--- src/rtl/rom_port_arbiter.sv ---
// rom_port_arbiter: shares one registered-output image ROM between the video
// pixel-fetch path and an auxiliary burst reader.
//
// Three-stage slot pipeline:
//   S0  arbitration; winner address goes to o_rom_row/o_rom_col, tag to r_tag_s1
//   S1  ROM samples the held address; tag moves to r_tag_s2
//   S2  i_rom_data is steered to the video or aux output named by r_tag_s2
//
// Video has absolute priority and no handshake. Aux bursts fill idle slots.
//
// Aux request handshake: i_aux_req is sampled only while the aux FSM is idle.
// The edge that samples it registers a one-cycle o_aux_ack pulse, whether or not
// the length is legal. A legal length (1..MAX_LEN) also starts the burst.
// o_aux_busy stays high until the last pixel of the burst has been returned.
// Requests made while busy are ignored and get no ack.
//
// Optional feature: define ARB_STARVE_GUARD_EN to add the starvation guard.
// If video has blocked a pending aux slot for STARVE_LIMIT cycles, the guard
// steals one slot for aux. The stolen video pixel is replaced by the previous
// one, and o_vid_stolen marks it.
module rom_port_arbiter #(
  parameter int IMG_W        = 584,
  parameter int IMG_H        = 167,
  parameter int MAX_LEN      = 64,
  parameter int STARVE_LIMIT = 1024
) (
  input  logic        i_clk,
  input  logic        i_rst_n,
  input  logic        i_vid_en,
  input  logic [7:0]  i_vid_row,
  input  logic [9:0]  i_vid_col,
  output logic        o_vid_valid,
  output logic [11:0] o_vid_data,
`ifdef ARB_STARVE_GUARD_EN
  output logic        o_vid_stolen,
`endif
  input  logic        i_aux_req,
  output logic        o_aux_ack,
  input  logic [7:0]  i_aux_row,
  input  logic [9:0]  i_aux_col,
  input  logic [6:0]  i_aux_len,
  output logic        o_aux_valid,
  output logic [11:0] o_aux_data,
  output logic        o_aux_last,
  output logic        o_aux_busy,
  output logic [1:0]  o_aux_state,
  output logic [7:0]  o_rom_row,
  output logic [9:0]  o_rom_col,
  input  logic [11:0] i_rom_data
);

  typedef enum logic [1:0] {
    A_IDLE  = 2'd0,
    A_ISSUE = 2'd1,
    A_DRAIN = 2'd2
  } aux_state_t;

  typedef enum logic [1:0] {
    T_NONE     = 2'd0,
    T_VID      = 2'd1,
    T_AUX      = 2'd2,
    T_AUX_LAST = 2'd3
  } tag_t;

  localparam logic [7:0]  LP_IMG_H   = 8'(IMG_H);
  localparam logic [10:0] LP_IMG_W   = 11'(IMG_W);
  localparam logic [6:0]  LP_MAX_LEN = 7'(MAX_LEN);

  // Aux FSM and latched burst descriptor
  aux_state_t  r_state;
  aux_state_t  w_state_nxt;
  logic [7:0]  r_aux_row;
  logic [9:0]  r_aux_col;
  logic [6:0]  r_aux_len;
  logic [6:0]  r_aux_k;

  // FSM decisions for the current cycle
  logic        w_ack_nxt;
  logic        w_accept;
  logic        w_aux_slot;
  logic        w_steal;

  // Slot-pipeline tags
  tag_t        r_tag_s1;
  tag_t        r_tag_s2;
  logic        r_oor_s1;
  logic        r_oor_s2;
  logic        r_steal_s1;
  logic        r_steal_s2;

  // Address and range helpers
  logic        w_len_ok;
  logic [10:0] w_aux_col;
  logic        w_aux_at_last;
  logic        w_aux_oor;
  logic        w_vid_oor;

  assign w_len_ok      = (i_aux_len != 7'd0) && (i_aux_len <= LP_MAX_LEN);
  // 11-bit column so col+k past 1023 stays out of range and never wraps
  assign w_aux_col     = {1'b0, r_aux_col} + {4'd0, r_aux_k};
  assign w_aux_at_last = (r_aux_k == (r_aux_len - 7'd1));
  assign w_aux_oor     = (r_aux_row >= LP_IMG_H) || (w_aux_col >= LP_IMG_W);
  assign w_vid_oor     = (i_vid_row >= LP_IMG_H) || ({1'b0, i_vid_col} >= LP_IMG_W);

  assign o_aux_busy  = (r_state != A_IDLE);
  assign o_aux_state = r_state;

`ifdef ARB_STARVE_GUARD_EN
  localparam int SC_W = $clog2(STARVE_LIMIT + 1);
  localparam logic [SC_W-1:0] LP_STARVE = SC_W'(STARVE_LIMIT);

  logic [SC_W-1:0] r_starve_cnt;

  // Steal a slot once video has blocked a pending aux slot for the limit
  assign w_steal = i_vid_en && (r_state == A_ISSUE) && (r_starve_cnt >= LP_STARVE);

  // Count cycles during which video blocks a pending aux slot; clear on any aux issue
  always_ff @(posedge i_clk or negedge i_rst_n) begin
    if (!i_rst_n) begin
      r_starve_cnt <= '0;
    end else if ((r_state != A_ISSUE) || w_aux_slot) begin
      r_starve_cnt <= '0;
    end else if (i_vid_en && (r_starve_cnt < LP_STARVE)) begin
      r_starve_cnt <= r_starve_cnt + SC_W'(1);
    end
  end
`else
  assign w_steal = 1'b0;
`endif

  // Aux FSM state register
  always_ff @(posedge i_clk or negedge i_rst_n) begin
    if (!i_rst_n) begin
      r_state <= A_IDLE;
    end else begin
      r_state <= w_state_nxt;
    end
  end

  // Aux FSM next state, accept/ack decisions and slot issue
  always_comb begin
    w_state_nxt = r_state;
    w_ack_nxt   = 1'b0;
    w_accept    = 1'b0;
    w_aux_slot  = 1'b0;
    case (r_state)
      A_IDLE: begin
        if (i_aux_req) begin
          w_ack_nxt = 1'b1;
          if (w_len_ok) begin
            w_accept    = 1'b1;
            w_state_nxt = A_ISSUE;
          end
        end
      end
      A_ISSUE: begin
        if (!i_vid_en || w_steal) begin
          w_aux_slot = 1'b1;
          if (w_aux_at_last) begin
            w_state_nxt = A_DRAIN;
          end
        end
      end
      A_DRAIN: begin
        // The last pixel leaves S2 on this edge; the burst is complete
        if (r_tag_s2 == T_AUX_LAST) begin
          w_state_nxt = A_IDLE;
        end
      end
      default: w_state_nxt = A_IDLE;
    endcase
  end

  // Latch the burst descriptor on accept; advance the pixel index per issued slot
  always_ff @(posedge i_clk or negedge i_rst_n) begin
    if (!i_rst_n) begin
      r_aux_row <= 8'd0;
      r_aux_col <= 10'd0;
      r_aux_len <= 7'd0;
      r_aux_k   <= 7'd0;
    end else if (w_accept) begin
      r_aux_row <= i_aux_row;
      r_aux_col <= i_aux_col;
      r_aux_len <= i_aux_len;
      r_aux_k   <= 7'd0;
    end else if (w_aux_slot) begin
      r_aux_k   <= r_aux_k + 7'd1;
    end
  end

  // Ack pulse registered on the edge that samples the request
  always_ff @(posedge i_clk or negedge i_rst_n) begin
    if (!i_rst_n) begin
      o_aux_ack <= 1'b0;
    end else begin
      o_aux_ack <= w_ack_nxt;
    end
  end

  // S0: register the winning address and its tag; idle slots hold the address
  always_ff @(posedge i_clk or negedge i_rst_n) begin
    if (!i_rst_n) begin
      o_rom_row  <= 8'd0;
      o_rom_col  <= 10'd0;
      r_tag_s1   <= T_NONE;
      r_oor_s1   <= 1'b0;
      r_steal_s1 <= 1'b0;
    end else if (w_aux_slot) begin
      o_rom_row  <= r_aux_row;
      o_rom_col  <= w_aux_col[9:0];
      r_tag_s1   <= w_aux_at_last ? T_AUX_LAST : T_AUX;
      r_oor_s1   <= w_aux_oor;
      r_steal_s1 <= w_steal;
    end else if (i_vid_en) begin
      o_rom_row  <= i_vid_row;
      o_rom_col  <= i_vid_col;
      r_tag_s1   <= T_VID;
      r_oor_s1   <= w_vid_oor;
      r_steal_s1 <= 1'b0;
    end else begin
      r_tag_s1   <= T_NONE;
      r_oor_s1   <= 1'b0;
      r_steal_s1 <= 1'b0;
    end
  end

  // S1: the ROM reads the held address; move the tag into step with i_rom_data
  always_ff @(posedge i_clk or negedge i_rst_n) begin
    if (!i_rst_n) begin
      r_tag_s2   <= T_NONE;
      r_oor_s2   <= 1'b0;
      r_steal_s2 <= 1'b0;
    end else begin
      r_tag_s2   <= r_tag_s1;
      r_oor_s2   <= r_oor_s1;
      r_steal_s2 <= r_steal_s1;
    end
  end

  // S2: steer ROM data to its requester; out-of-range pixels read as black
  always_ff @(posedge i_clk or negedge i_rst_n) begin
    if (!i_rst_n) begin
      o_vid_valid  <= 1'b0;
      o_vid_data   <= 12'h000;
      o_aux_valid  <= 1'b0;
      o_aux_data   <= 12'h000;
      o_aux_last   <= 1'b0;
`ifdef ARB_STARVE_GUARD_EN
      o_vid_stolen <= 1'b0;
`endif
    end else begin
      // A stolen slot keeps the previous video pixel on o_vid_data
      o_vid_valid <= (r_tag_s2 == T_VID) || r_steal_s2;
      if (r_tag_s2 == T_VID) begin
        o_vid_data <= r_oor_s2 ? 12'h000 : i_rom_data;
      end
      o_aux_valid <= (r_tag_s2 == T_AUX) || (r_tag_s2 == T_AUX_LAST);
      o_aux_last  <= (r_tag_s2 == T_AUX_LAST);
      if ((r_tag_s2 == T_AUX) || (r_tag_s2 == T_AUX_LAST)) begin
        o_aux_data <= r_oor_s2 ? 12'h000 : i_rom_data;
      end
`ifdef ARB_STARVE_GUARD_EN
      o_vid_stolen <= r_steal_s2;
`endif
    end
  end

endmodule
--- config.mk ---
export PLATFORM = sky130hd
export DESIGN_NAME = rom_port_arbiter
export DESIGN_NICKNAME = d
export VERILOG_FILES = /design/src/rtl/rom_port_arbiter.sv
export SDC_FILE = /design/constraint.sdc
export NUM_CORES = 1
export LEC_CHECK = 0
export ABC_AREA = 0
export CAP_MARGIN = 20
export CORE_AREA = 10 10 113 115
export DETAILED_ROUTE_END_ITERATION = 6
export DIE_AREA = 0 0 123 125
export PLACE_DENSITY_LB_ADDON = 0.2
export SYNTH_ARGS = -nofsm -noshare
export SYNTH_HDL_FRONTEND = slang
export SYNTH_SLANG_ARGS = --single-unit
--- constraint.sdc ---
create_clock -name i_clk -period 3.45 [get_ports i_clk]
set_clock_uncertainty 0.1 [all_clocks]
set_input_delay 0.69 -clock i_clk [delete_from_list [all_inputs] [get_ports i_clk]]
set_output_delay 0.69 -clock i_clk [all_outputs]
set_load 0.03 [all_outputs]
* Word level (Yosys, flattened, before mapping) *
Index checks and enable logic that the tools add are counted.

storage, ports and cells
  register bits after elaboration = 86
  input bits = 59
  output and inout bits = 49

cells by class
  $add $sub $neg = 3
  magnitude comparators = 5
  equal/unequal tests = 11
  muxes and demuxes = 25
  reduce and logical (&&, ||, !) cells = 10

operators with widths
  kind                  number
  $mux 10               2
  $ge 8x8->1 const B    2
  $mux 8                2
  $mux 7                2
  $mux 12               1
  $mux 2                6
  $add 10x7->11         1
  $ge 11x10->1 const B  1
  $mux 1                11
  $ge 10x10->1 const B  1
  $ne 2x2->1 const B    5
  $add 7x1->7 const B   1
  $eq 7x7->1            1
  $le 7x7->1 const B    1
  $reduce_bool 7->1     1
  $sub 7x1->7 const B   1
  $eq 2x2->1 const B    3
  $pmux 2 s3            1
  $reduce_bool 2->1     3
  $reduce_and 5->1      1
  $eq 2x1->1 const B    2
  $logic_or 1x1->1      3
  $logic_not 2->1       1
  $logic_and 1x1->1     1

* Logic depth before layout (Yosys ltp) *
  depth after elaboration = 6
  gate-level depth with buffers = 9
  gate-level depth less buffers = 9

* Least setup slack after synthesis *
OpenSTA, ideal clock, no wires.

  kind = flip-flop to flip-flop
  from = register r_aux_k[0]
  to = register o_rom_col[8]
  arrival time = 2.050 ns
  slack = 1.182 ns
  stages on the path, launching flop included = 10
  period minus slack after synthesis = 2.268 ns
  cell sequence = dfrtp_1 > ha_1 > inv_1 > fa_1 > nand2b_1 > a211oi_1 > o311a_1 > xnor2_1 > a211oi_1 > a21o_1

between the ends
  word-level cells in the longest chain between the ends = 2

ends and longest elaborated chain
  item                    line  text
  start, declared         75    logic [6:0] r_aux_k;
  start signal, assigned  187   r_aux_k <= r_aux_k + 7'd1;
  $add 10x7->11           100   assign w_aux_col = {1'b0, r_aux_col} + {4'd0, r_aux_k};
  $mux 10                 208   end else if (w_aux_slot) begin
  end signal, assigned    210   o_rom_col <= w_aux_col[9:0];
  end signal, assigned    216   o_rom_col <= i_vid_col;
  end, declared           48    output logic [9:0] o_rom_col,

No other way between the ends.
A chain may end at the register's enable or synchronous reset.

* Worst setup path after layout *
Ends and elaborated chain as after synthesis.

==> out/metrics.yaml <==
status: "completed"
grt_pass1_vias: 3362
die_h_um: 125
grt_overflow: 0
yosysTopAreaCell: "dfrtp_1"
syn_to_final_growth_pct: 34.3
cp.required_ns: 3.60
cts_resized: 0
max_freq_ghz: 0.367
syn_area_per_cell_um2: 9.57
critical_path.slowest_cell: "dfrtp_1"
drc: 0
insertion_delay_ns: 0.35
relSlewSlack_pct: 47.0
hold_class: "in2async"
ir_worst_vdd_v: 0.000378
nets: 605
worstReg2RegStart: "r_aux_k[0]"
gp_congestion: 0.865
cts_setup_buffers: 0
cts_buffers: 9
via_per_inst: 4.79
async_flop_share_pct: 100
clkTransAtPathRegs_ns: 0.09
startpoint: "r_aux_k[0]"
design.core.area_um2: 10600
worstPathArrival_ns: 2.88
setup_viol: 0
dp_slack_ns: 0.455
fin_ws_ns: 0.722
drive_gt1_share_pct: 5.18
crit_path_start_kind: "flip-flop"
cp_cell_sequence: "ha_1 > inv_1 > fa_1 > nand2b_1 > a211oi_1 > o311a_1 > xnor2_1 > a211oi_1 > a21o_1"
p_sw_share_pct: 42.1
worst_setup_path_end_kind: "flip-flop"
antenna_found_initial: 0
root_buffer: "clkbuf_8"
fin_crit_sh_pct: 79.1
h-tree-depth: 3
finalHoldViolCount: 0
ys_top_cells_by_count: "nand2_1, dfrtp_1, o21ai_0, inv_1, mux2i_1"
dr.pass1.iters: 4
syn-num-nets: 500
seq_power_share_pct: 35.8
wl_um: 10700
netlist_instances: 431
worst-slew-pin-transition_ns: 0.795
powerDensity_nw_per_um2: 909
final_cell_area_um2: 5540
pwr-share-comb_pct: 48.1
port_buffers: 107
p_int_uw: 2910
path_buf_inv: 1
wl_per_cell_um: 15.7
start_util_pct: 38.9
drv_cap: 0
via_count: 3265
track_usage_pct: 14.0
postRouteAntennaNets: 0
tns_ns: 0
synth_top_area_share_pct: 52.2
dpl.hpwl_um: 8210
fp.dieW_um: 123
drt_iter0_drc: 197
drv_slew: 0
cpPeakStageDelay_ns: 0.50
nFillCells: 987
path_class: "reg2reg"
reg2reg_slack_ns: 0.72
rows: 38
ys_ff_latch: 86
synth_edf_count: 0
grt_start_max_net_pins: 41
worst_path_dominant_cell_family: "compound AO/OA/AOI/OAI gates"
hold_buffers: 0
ys.flop_type: "dfrtp_1"
cts_sinks: 86
grt_pass1_wl_um: 17500
ios: 108
synth_cell_types: 45
cts_tree: "yes"
p_sw_uw: 2120
post-route-min-period_ns: 2.73
path_max_fanout: 6
yosysWarnings: 0
dpl_cell_area_um2: 5310
p_leak_uw: 0.00254
yosys-top-cells-area: "dfrtp_1, nand2_1, mux2i_1, o21ai_0, xnor2_1"
syn-cell-area_um2: 4120
rsz0062_at_grt: "false"
synth.most_common_cell: "nand2_1"
clockBufferDepth: 2
die_area_um2: 15400
clkPwrFrac_pct: 16.1
ys_seq_area_share_pct: 52.2
cp_common_cell: "a211oi_1"
diodes: 0
[worst reg2reg max path: cells and delay by family (launching register included)]
family / cells / cell delay [ns]
XOR/XNOR: 1 / 0.16
adder cells (fa/ha/maj): 2 / 0.61
AO/OA/AOI/OAI: 4 / 1.00
buffers and inverters: 1 / 0.06
flip-flops: 1 / 0.50
AND/OR/NAND/NOR: 1 / 0.20
[worst paths after layout]
| check | cells after the start | endpoint |
|---|---|---|
| worst max-delay path | 9 | o_rom_col[8] |
| worst min register to register | 0 | r_tag_s2[0] |
| worst min-delay path | 1 | o_aux_data[1] |
| max in group asynchronous | 2 | r_aux_row[2] |
| min in group i_clk | 0 | r_tag_s2[0] |
| worst max register to register | 9 | o_rom_col[8] |
[layout make-up]
type,instances,area (µm²),area share (%)
flip-flops and latches,86,2150,38.9
repair buffers,114,1120,20.2
multi-input cells,303,1780,32.2
well taps,140,175,3.16
clock inverters,7,103,1.85
inverters,22,82.6,1.49
clock buffers,9,124,2.24
[registers in the layout, summed over array words and instances (netlist names), 2 cells and up]
register and count:
o_aux_data 12, o_vid_data 12, o_rom_col 10, r_aux_col 10, o_rom_row 8, r_aux_row 8
r_aux_k 7, r_aux_len 7, o_aux_state 2, r_tag_s1 2, r_tag_s2 2
[per-stage QoR]
stage | hold WS, ns | utilization (%) | total power (µW) | std cells
final | 0.184 | 52.2 | 5040 | 681
after global routing | 0.187 | 52.2 | 5420 | 681
after CTS | 0.182 | 52.2 | 5090 | 681
after detailed placement | 0.236 | 50.1 | 4270 | 665
after global placement | 0.235 | 50.1 | 4200 | 665
after floorplan | 0.231 | - | 3330 | 431
[cells by family after synthesis]
family / after synthesis / synth area share (%)
compound gates: 77 / 11.6
xor+xnor: 22 / 4.67
buf+inv: 42 / 4.61
mux: 22 / 5.34
flops: 86 / 52.2
fa+ha+maj: 10 / 3.22
simple gates: 172 / 18.4
[layer usage]
layer  wire length (µm)  up-vias  GRT usage [%]
met5                  0        -              0
met4                122        0           3.56
met3                800        7           4.28
met2               4600       84           20.6
met1               5180     1525           19.5
li1                   -     1649              -
[cells in the final DEF, fill, tap and decap left out, drive strengths merged, types with 13 or more instances in the layout]
| cell | n |
|---|---|
| nand2 | 107 |
| clkdlybuf4s50 | 106 |
| dfrtp | 86 |
| o21ai | 35 |
| inv | 25 |
| mux2i | 22 |
| nor2 | 20 |
| nand2b | 17 |
| xnor2 | 15 |
| a21oi | 13 |
[power by group through the flow]
stage | Clock (µW) | Sequential, µW | Combinational [µW]
3_5_place_dp | 0 | 1830 | 2440
5_1_grt | 887 | 1860 | 2670
2_1_floorplan | 0 | 2190 | 1150
4_1_cts | 826 | 1810 | 2460
6_report | 810 | 1800 | 2420
3_3_place_gp | 0 | 1810 | 2390
Power figures use the tool's default switching activity.
==> RTL edit: new RTL, same flow settings <==
Add a define of `ARB_STARVE_GUARD_EN`.
--- a/src/rtl/rom_port_arbiter.sv
+++ b/src/rtl/rom_port_arbiter.sv
@@ -19,4 +19,6 @@
 // steals one slot for aux. The stolen video pixel is replaced by the previous
 // one, and o_vid_stolen marks it.
+`define ARB_STARVE_GUARD_EN
+
 module rom_port_arbiter #(
   parameter int IMG_W        = 584,
Check against the original RTL (old outputs only; new: o_vid_stolen): no difference found for any inputs over 10 cycles, from zero or initial values and one cycle with i_rst_n low; that may be too few to reach the edited logic, so the function may still have changed.
==> RTL edit against the original RTL <==
Design area grew 11%. Sequential share of layout area is 1.7 points higher. Hold slack got worse by 0.14 ns. Synthesized area increased by 16%. Critical path type is now in2reg. Setup slack gained 0.064 ns. Power rose by 0.41%. Largest power group unchanged. Fmax rose by 2.4%. Die area unchanged. Register-to-register slack improved by 0.13 ns. Sequential cell count rose by 14. Highest routed layer unchanged. First-iteration DRC count increased by 31%. Wire length increased by 8.7%.
==> RTL edit: results <==
metrics = {
    "status": {
        "status": "completed",
    },
    "synth": {
        "synth.area.top_cells": "sky130_fd_sc_hd__dfrtp_1 52%, sky130_fd_sc_hd__nand2_1 8.2%, sky130_fd_sc_hd__mux2i_1 4.6%",
        "synth-seq-area-share_pct": 52.34,
        "number_of_distinct_library_cell_variants_in_the_gate_level_netlist_after_synthesis": 54,
        "post_synth_most_frequent_cells": "104 x sky130_fd_sc_hd__nand2_1, 100 x sky130_fd_sc_hd__dfrtp_1, 42 x sky130_fd_sc_hd__nor2_1, 22 x sky130_fd_sc_hd__a21oi_1, 22 x sky130_fd_sc_hd__mux2i_1",
        "mappedNetlistNets": 564,
    },
    "cells_and_area": {
        "multiInputGateArea_sq_um": 2073,
        "final.clkbuf_count": 11,
        "signal_buffer_area_fraction_pct": 18.64,
        "fraction_of_area_in_clock_buffers_and_inverters_pct": 3.141,
        "n_all_buffers": 115,
        "post_route_cells_drive_above_1_share_pct": 4.983,
        "multi_input_cells": 350,
        "fillerInstances": 922,
        "post_layout_nonfiller_instances": 742,
        "nNetsFinal": 667,
        "inverters_excl_clock": 21,
        "top_flop_regs": "o_aux_data: 12 flops, o_vid_data: 12 flops, r_starve_cnt: 11 flops",
    },
    "drt": {
        "detail_route.iter0.violations": 259,
        "detail_route.vias_per_cell": 5.046,
        "wl_per_cell_um": 15.67,
    },
    "global_routing": {
        "grt.met3_usage_pct": 3.105,
        "global_route.usage.met2_pct": 23.89,
        "track_usage_pct": 15.19,
        "grt_use_met1_pct": 20.56,
    },
    "timing": {
        "period_needed_ns": 2.663,
        "whs_ns": 0.04062,
    },
    "power_and_ir_drop": {
        "reported_net_switching_power_mw": 2.144,
        "seqPwrFrac_pct": 38.1,
        "clockPowerShare_pct": 14.3,
        "power_clock_mw": 0.724,
    },
    "worst_setup_path": {
        "slowest_delay_ns": 0.56,
        "r2r-end": "r_oor_s1",
        "crit_start": "i_aux_len[3]",
        "ff2ff_setup_slack_ns": 0.85,
        "critPathCapture": "o_aux_state[0]",
    },
    "placed_design": {
        "placement.cell_area_sq_um": 5953,
        "gpl_congestion": 0.8528,
        "post_placement_worst_setup_slack_ns": 0.4202,
        "detailedPlacementHpwl_mm": 8.821,
        "port_buffers": 108,
    },
    "clocking": {
        "tritoncts_num_sinks": 100,
    },
}
## RTL edit: cell types whose count changed after synthesis, moves of 4 or more
cell / change
sky130_fd_sc_hd__a21oi_1: +10
sky130_fd_sc_hd__dfrtp_1: +14
sky130_fd_sc_hd__nor2_1: +22
sky130_fd_sc_hd__o21ai_0: -17
sky130_fd_sc_hd__o21ai_1: +4
sky130_fd_sc_hd__o22ai_1: +15
sky130_fd_sc_hd__xor2_1: +9
## RTL edit: cell families (layout without fill, tap and decap cells)
group,Yosys count,count (layout),synth area share (%)
and+or+nand+nor,199,199,18.69
DFF,100,100,52.34
xor gates and xnor gates,28,28,5.129
buffers and inverters,44,152,4.292
muxes,22,22,4.606
AOI/OAI and AO/OA,90,90,11.91
adders and majority gates,11,11,3.036
## RTL edit: metal layers
metal | part of all wire (%) | wire (um)
met3 | 5.1 | 597
met4 | 1.4 | 157
met1 | 48 | 5524
met2 | 46 | 5348
met5 | 0 | 0
